--- config.mk ---
export PLATFORM = sky130hd
export DESIGN_NAME = time_display_scan_flat
export DESIGN_NICKNAME = d
export VERILOG_FILES = /design/src/rtl/time_display_scan_pkg.sv /design/src/rtl/time_display_scan_if.sv /design/src/rtl/time_display_scan_bin2bcd_iter.sv /design/src/rtl/time_display_scan.sv /design/src/flat_wrapper.sv
export SDC_FILE = /design/constraint.sdc
export NUM_CORES = 1
export LEC_CHECK = 0
export CORE_AREA = 2 2 109 111
export DETAILED_ROUTE_END_ITERATION = 10
export DIE_AREA = 0 0 111 113
export MAX_ROUTING_LAYER = met4
export SKIP_LAST_GASP = 1
export SYNTH_ARGS = -nofsm -noshare
export SYNTH_HDL_FRONTEND = slang
export SYNTH_SLANG_ARGS = --single-unit
--- constraint.sdc ---
create_clock -name clock -period 3.1 [get_ports clock]
set_input_delay 0.465 -clock clock [delete_from_list [all_inputs] [get_ports clock]]
set_output_delay 0.465 -clock clock [all_outputs]
set_load 0.02 [all_outputs]
--- src/rtl/time_display_scan_pkg.sv ---
// Shared constants and types for the time display reader: segment codes, range limits,
// converter sequencing states and the digit-to-segment decoder.
package time_display_scan_pkg;

    localparam logic [6:0] SEG_BLANK = 7'h7F;
    localparam logic [6:0] SEG_DASH  = 7'h3F;
    localparam logic [7:0] MIN_LIMIT = 8'd60;
    localparam logic [6:0] HR_LIMIT  = 7'd24;

    typedef enum logic [1:0] {
        CONV_IDLE,
        CONV_MIN,
        CONV_HR,
        CONV_DONE
    } conv_state_e;

    // Active-low {g,f,e,d,c,b,a}; codes 10-15 never reach here in normal operation.
    function automatic logic [6:0] seg_decode(input logic [3:0] digit);
        logic [6:0] seg;
        case (digit)
            4'd0:    seg = 7'h40;
            4'd1:    seg = 7'h79;
            4'd2:    seg = 7'h24;
            4'd3:    seg = 7'h30;
            4'd4:    seg = 7'h19;
            4'd5:    seg = 7'h12;
            4'd6:    seg = 7'h02;
            4'd7:    seg = 7'h78;
            4'd8:    seg = 7'h00;
            4'd9:    seg = 7'h10;
            default: seg = SEG_BLANK;
        endcase
        return seg;
    endfunction

endpackage

--- src/rtl/time_display_scan_if.sv ---
// Time values in from the set logic and multiplexed display pins out; the display reader is the slave.
interface time_display_scan_if;

    logic [7:0] minutes;
    logic [6:0] hours;
    logic       set_mode;
    logic [3:0] an;
    logic [6:0] seg;
    logic       dp;

    modport master (
        output minutes, hours, set_mode,
        input  an, seg, dp
    );

    modport slave (
        input  minutes, hours, set_mode,
        output an, seg, dp
    );

endinterface

--- src/rtl/time_display_scan_bin2bcd_iter.sv ---
// Iterative binary to two-digit BCD: one subtract-by-ten per cycle, done while the remainder is < 10.
module bin2bcd_iter (
    input  logic       clock,
    input  logic       reset_n,
    input  logic       start_i,
    input  logic [7:0] bin_i,
    output logic       busy_o,
    output logic       done_o,
    output logic [2:0] tens_o,
    output logic [3:0] ones_o
);

    logic [7:0] work_q, work_d;
    logic [2:0] tens_q, tens_d;
    logic       busy_q, busy_d;

    always_comb begin
        work_d = work_q;
        tens_d = tens_q;
        busy_d = busy_q;
        if (start_i) begin
            work_d = bin_i;
            tens_d = 3'd0;
            busy_d = 1'b1;
        end else if (busy_q) begin
            if (work_q >= 8'd10) begin
                work_d = work_q - 8'd10;
                tens_d = tens_q + 3'd1;
            end else begin
                busy_d = 1'b0;
            end
        end
    end

    always_ff @(posedge clock or negedge reset_n) begin
        if (!reset_n) begin
            work_q <= 8'd0;
            tens_q <= 3'd0;
            busy_q <= 1'b0;
        end else begin
            work_q <= work_d;
            tens_q <= tens_d;
            busy_q <= busy_d;
        end
    end

    // Result stays valid after busy drops until the next start.
    assign done_o = busy_q && (work_q < 8'd10);
    assign busy_o = busy_q;
    assign tens_o = tens_q;
    assign ones_o = work_q[3:0];

endmodule

--- src/rtl/time_display_scan.sv ---
// Drives a 4-digit multiplexed 7-segment display from binary minutes/hours, with a per-frame
// snapshot, time-shared BCD conversion, set-mode blanking blink and a blinking colon on digit 2.
module time_display_scan
    import time_display_scan_pkg::*;
#(
    parameter logic [15:0] SCAN_DIV  = 16'd50000,
    parameter logic [24:0] BLINK_DIV = 25'd25000000
) (
    input  logic                 clock,
    input  logic                 reset_n,
    time_display_scan_if.slave   disp
);

    logic [15:0] scan_cnt_q, scan_cnt_d;
    logic [1:0]  digit_idx_q, digit_idx_d;
    logic [24:0] blink_cnt_q, blink_cnt_d;
    logic        blink_phase_q, blink_phase_d;
    logic        scan_wrap, blink_wrap, frame_start;

    logic [6:0]  snap_hr_q;
    logic        min_bad_q, hr_bad_q;
    logic        min_bad_now, hr_bad_now;

    conv_state_e state_q, state_d;
    logic        conv_start, conv_busy, conv_done;
    logic [7:0]  conv_bin;
    logic [2:0]  conv_tens;
    logic [3:0]  conv_ones;
    logic        min_latch, disp_load;
    logic [2:0]  min_tens_q;
    logic [3:0]  min_ones_q;

    // Digit codes indexed like an[]: 0=min ones, 1=min tens, 2=hr ones, 3=hr tens.
    logic [3:0][3:0] disp_digits_q;
    logic [1:0]      disp_dash_q;

    logic [3:0] an_q, an_d;
    logic [6:0] seg_q, seg_d;
    logic       dp_q, dp_d;
    logic       cur_dash;

    assign scan_wrap   = (scan_cnt_q == SCAN_DIV - 16'd1);
    assign blink_wrap  = (blink_cnt_q == BLINK_DIV - 25'd1);
    assign frame_start = scan_wrap && (digit_idx_q == 2'd3);
    assign min_bad_now = (disp.minutes >= MIN_LIMIT);
    assign hr_bad_now  = (disp.hours >= HR_LIMIT);

    always_comb begin
        scan_cnt_d    = scan_wrap ? 16'd0 : scan_cnt_q + 16'd1;
        digit_idx_d   = scan_wrap ? digit_idx_q + 2'd1 : digit_idx_q;
        blink_cnt_d   = blink_wrap ? 25'd0 : blink_cnt_q + 25'd1;
        blink_phase_d = blink_wrap ? ~blink_phase_q : blink_phase_q;
    end

    bin2bcd_iter u_conv (
        .clock   (clock),
        .reset_n (reset_n),
        .start_i (conv_start),
        .bin_i   (conv_bin),
        .busy_o  (conv_busy),
        .done_o  (conv_done),
        .tens_o  (conv_tens),
        .ones_o  (conv_ones)
    );

    // Out-of-range values convert as zero so the sequence stays short; their digits show dashes.
    always_comb begin
        state_d    = state_q;
        conv_start = 1'b0;
        conv_bin   = 8'd0;
        min_latch  = 1'b0;
        disp_load  = 1'b0;
        case (state_q)
            CONV_IDLE: begin
                if (frame_start && !conv_busy) begin
                    conv_start = 1'b1;
                    conv_bin   = min_bad_now ? 8'd0 : disp.minutes;
                    state_d    = CONV_MIN;
                end
            end
            CONV_MIN: begin
                if (conv_done) begin
                    min_latch  = 1'b1;
                    conv_start = 1'b1;
                    conv_bin   = hr_bad_q ? 8'd0 : {1'b0, snap_hr_q};
                    state_d    = CONV_HR;
                end
            end
            CONV_HR: begin
                if (conv_done) begin
                    state_d = CONV_DONE;
                end
            end
            CONV_DONE: begin
                disp_load = 1'b1;
                state_d   = CONV_IDLE;
            end
            default: state_d = CONV_IDLE;
        endcase
    end

    always_comb begin
        an_d              = 4'b1111;
        an_d[digit_idx_q] = 1'b0;
        cur_dash          = digit_idx_q[1] ? disp_dash_q[1] : disp_dash_q[0];
        seg_d             = cur_dash ? SEG_DASH : seg_decode(disp_digits_q[digit_idx_q]);
        if (disp.set_mode && blink_phase_q) begin
            seg_d = SEG_BLANK;
        end
        dp_d = ~(!disp.set_mode && !blink_phase_q && (digit_idx_q == 2'd2));
    end

    always_ff @(posedge clock or negedge reset_n) begin
        if (!reset_n) begin
            scan_cnt_q    <= 16'd0;
            digit_idx_q   <= 2'd0;
            blink_cnt_q   <= 25'd0;
            blink_phase_q <= 1'b0;
            snap_hr_q     <= 7'd0;
            min_bad_q     <= 1'b0;
            hr_bad_q      <= 1'b0;
            state_q       <= CONV_IDLE;
            min_tens_q    <= 3'd0;
            min_ones_q    <= 4'd0;
            disp_digits_q <= '0;
            disp_dash_q   <= 2'b00;
            an_q          <= 4'b1111;
            seg_q         <= SEG_BLANK;
            dp_q          <= 1'b1;
        end else begin
            scan_cnt_q    <= scan_cnt_d;
            digit_idx_q   <= digit_idx_d;
            blink_cnt_q   <= blink_cnt_d;
            blink_phase_q <= blink_phase_d;
            state_q       <= state_d;
            an_q          <= an_d;
            seg_q         <= seg_d;
            dp_q          <= dp_d;
            if (frame_start) begin
                snap_hr_q <= disp.hours;
                min_bad_q <= min_bad_now;
                hr_bad_q  <= hr_bad_now;
            end
            if (min_latch) begin
                min_tens_q <= conv_tens;
                min_ones_q <= conv_ones;
            end
            if (disp_load) begin
                disp_digits_q <= {{1'b0, conv_tens}, conv_ones, {1'b0, min_tens_q}, min_ones_q};
                disp_dash_q   <= {hr_bad_q, min_bad_q};
            end
        end
    end

    assign disp.an  = an_q;
    assign disp.seg = seg_q;
    assign disp.dp  = dp_q;

endmodule
--- src/flat_wrapper.sv ---
// flat-port wrapper written by rule: the top's interface ports become plain ports
module time_display_scan_flat import time_display_scan_pkg::*;
#(
    parameter logic [15:0] SCAN_DIV  = 16'd50000,
    parameter logic [24:0] BLINK_DIV = 25'd25000000
)
  (clock, reset_n, disp_minutes, disp_hours, disp_set_mode, disp_an, disp_seg, disp_dp);
  time_display_scan_if disp_i ();
  input  logic clock;
  input  logic reset_n;
  input wire logic [$bits(disp_i.minutes)-1:0] disp_minutes;
  input wire logic [$bits(disp_i.hours)-1:0] disp_hours;
  input wire logic [$bits(disp_i.set_mode)-1:0] disp_set_mode;
  output wire logic [$bits(disp_i.an)-1:0] disp_an;
  output wire logic [$bits(disp_i.seg)-1:0] disp_seg;
  output wire logic [$bits(disp_i.dp)-1:0] disp_dp;
  assign disp_i.minutes = disp_minutes;
  assign disp_i.hours = disp_hours;
  assign disp_i.set_mode = disp_set_mode;
  assign disp_an = disp_i.an;
  assign disp_seg = disp_i.seg;
  assign disp_dp = disp_i.dp;
  time_display_scan #(.SCAN_DIV(SCAN_DIV), .BLINK_DIV(BLINK_DIV)) u_core (.clock(clock), .reset_n(reset_n), .disp(disp_i));
endmodule
==> results.cfg <==
[clock_tree]
clkTransAtPathRegs_ns = 0.07
hold_buffers = 0
clockBufferDepth = 2
post-cts-setup-buffers = 0
post_cts_resized = 0
cts_tree = done
root_buffer = clkbuf_16
numCtsBuffers = 9
cts.sinks = 102
htree_levels = 3
clkLatencyLatePin_ns = 0.35

[sta]
final.period_utilization_pct = 85.2
fin_worst_skew_ns = 0.00968
fin_crit_ns = 2.64
rsz0062_at_grt = no
hold_viol = 0
finalSetupTns_ns = 0
finalSetupViolCount = 0
slew_viol_final = 0
tightestPinTransition_ns = 0.816
slew_headroom_pct = 45.1
fmax_mhz = 379
holdWs_ns = 0.117
finalWorstSetupSlack_ns = 0.460

[final_layout]
utilization_pct = 49.8
final_area_mm2 = 0.00561
area_growth_pct = 16.3
final_cell_mix = 90 x dfrtp_1, 50 x nand2_1, 36 x nor2_1
nets = 512
diodes = 0
drive_above_1_share_pct = 14.7
layout_commonest_cell = dfrtp_1

[yosys]
yosysWarnings = 0
ys.flop_type = dfrtp_1
synthCells = 440
synthAdderAreaFrac_pct = 4.41
synth_top_family_by_area = simple AND/OR/NAND/NOR gates
synth-compound-area-share_pct = 7.57
syn_avg_cell_area_um2 = 11.0
synth-simple-area-share_pct = 17.1
ys_ff_latch = 102
yosysSeqAreaShare_pct = 53.2
synth_xor_xnor_area_share_pct = 7.08
synth_edf_count = 0
synth_top_area_share_pct = 46.7
syn_area_mm2 = 0.00483
synthArstFlopShare_pct = 100
yosysTopAreaCell = dfrtp_1
synth_cell_types = 51
synthTopCellsByArea = dfrtp_1 47%, dfstp_2 6.5%, mux2_2 5.1%, ha_1 4.4%, nand2_1 3.9%
synth_mux_area_share_pct = 7.96
syn-num-nets = 475

[pwr]
power.leakage_uw = 0.00248
peakVddDrop_v = 0.000406
power_density_mw_per_mm2 = 438

[drt]
drtIter0Drc = 133
drtPass1Iterations = 4
route.detailed.drc = 0
num_vias = 3256
routed_wl_um = 9040
wire_per_inst_um = 14.5
vias_per_cell = 5.21
postRouteAntennaNets = 0

[grt]
grt_remaining_overflow = 0
antenna_found_initial = 0
grt_usage_pct = 16.0
grt_pass1_vias = 3310
grt_start_max_net_pins = 57
grt_pass1_wl_um = 15600

[place]
placed_area_mm2 = 0.00533
place_congestion = 0.865
dp_slack_ns = 0.456
io_buffers = 29
dpl.hpwl_um = 6300

[run_status]
outcome = completed

[floorplan]
coreArea_mm2 = 0.0113
fp.dieH_um = 113
die_w_um = 111
dieArea_mm2 = 0.0125
start_util_pct = 42.8
fp-row-count = 39
io-pin-count = 30

[setup_path]
r2r_slack_ns = 0.46
endpoint_kind = flop
critPathRequiredTime_ns = 3.34
critical_path_class = flop to flop
arrival_ns = 2.88
critPathLaunchType = flop
path_max_fanout = 13

[flow_run]
cap_viol_max_count = 0

[min_path]
hold_path.class = primary input to async pin
==> worst paths after layout <==
| check | startpoint | end | cells after the start |
|---|---|---|---|
| min in group clock | u_core.snap_hr_q[5] | u_core.snap_hr_q[5] | 2 |
| setup reg to reg | u_core.scan_cnt_q[7] | u_core.state_q[1] | 5 |
| hold reg to reg | u_core.snap_hr_q[5] | u_core.snap_hr_q[5] | 2 |
| max in group asynchronous | reset_n | u_core.disp.an[3] | 2 |
| setup / recovery | u_core.scan_cnt_q[7] | u_core.state_q[1] | 5 |
| hold / removal | reset_n | u_core.disp_digits_q[1] | 1 |
==> registers in the layout, summed over array words and instances, names as in the netlist <==
signal	cells
u_core.u_conv.busy_o	1
u_core.blink_phase_q	1
u_core.snap_hr_q	7
u_core.min_ones_q	4
u_core.scan_cnt_q	16
u_core.hr_bad_q	1
u_core.state_q	2
u_core.disp.dp	1
u_core.disp.an	4
u_core.u_conv.work_q	8
u_core.digit_idx_q	2
u_core.min_tens_q	3
u_core.disp.seg	7
u_core.min_bad_q	1
u_core.u_conv.tens_o	3
u_core.blink_cnt_q	25
u_core.disp_dash_q	2
u_core.disp_digits_q	14
==> metrics by stage <==
stage	instances	power [uW]
4_1_cts	625	2490
3_3_place_gp	609	1410
5_1_grt	625	2560
2_1_floorplan	440	1360
6_report	625	2460
3_5_place_dp	609	1410
==> cell families (layout without fill, tap and decap cells) <==
group                      after synthesis  in the layout
xor gates and xnor gates                39             39
muxes                                   33             33
adders and majority gates               17             17
DFF                                    102            102
and+or+nand+nor                        161            161
AOI/OAI and AO/OA                       54             54
buffers and inverters                   34             76
==> critical path, stage by stage (launching register included) <==
cell     delay [ns]
dfrtp_1        0.42
or4bb_1        0.58
or4_4          0.64
or4_1          0.45
o21ai_2        0.09
mux2_1         0.34
==> per-layer routing <==
layer	routed length, um	vias up	global-route usage (%)
met4	103	0	5.00
met1	4470	1579	21.0
met5	0	-	-
met2	4080	65	23.9
met3	389	9	4.87
li1	-	1603	-
==> report_power, final <==
group / switching [uW] / total, uW / internal (uW)
combinational: 31.5 / 54.0 / 22.5
sequential: 0.547 / 1330 / 1330
clock: 518 / 1070 / 553
total: 550 / 2460 / 1910
==> cell type report <==
| class | instances | area, um2 |
|---|---|---|
| Tap cell | 143 | 179 |
| Inverter | 21 | 78.8 |
| Timing Repair Buffer | 39 | 375 |
| Fill cell | 1032 | 5660 |
| Sequential cell | 102 | 2570 |
| Multi-Input combinational cell | 304 | 2130 |
| Clock inverter | 7 | 58.8 |
| Clock buffer | 9 | 225 |
==> cell usage after synthesis, drive strengths merged, types with 11 or more instances <==
master,number
clkbuf,11
dfrtp,90
dfstp,12
ha,17
inv,21
mux2,23
nand2,50
nand3,16
nand4,12
nor2,36
o21ai,15
xnor2,18
xor2,21
Note: power is estimated with default switching activity, not from simulation.
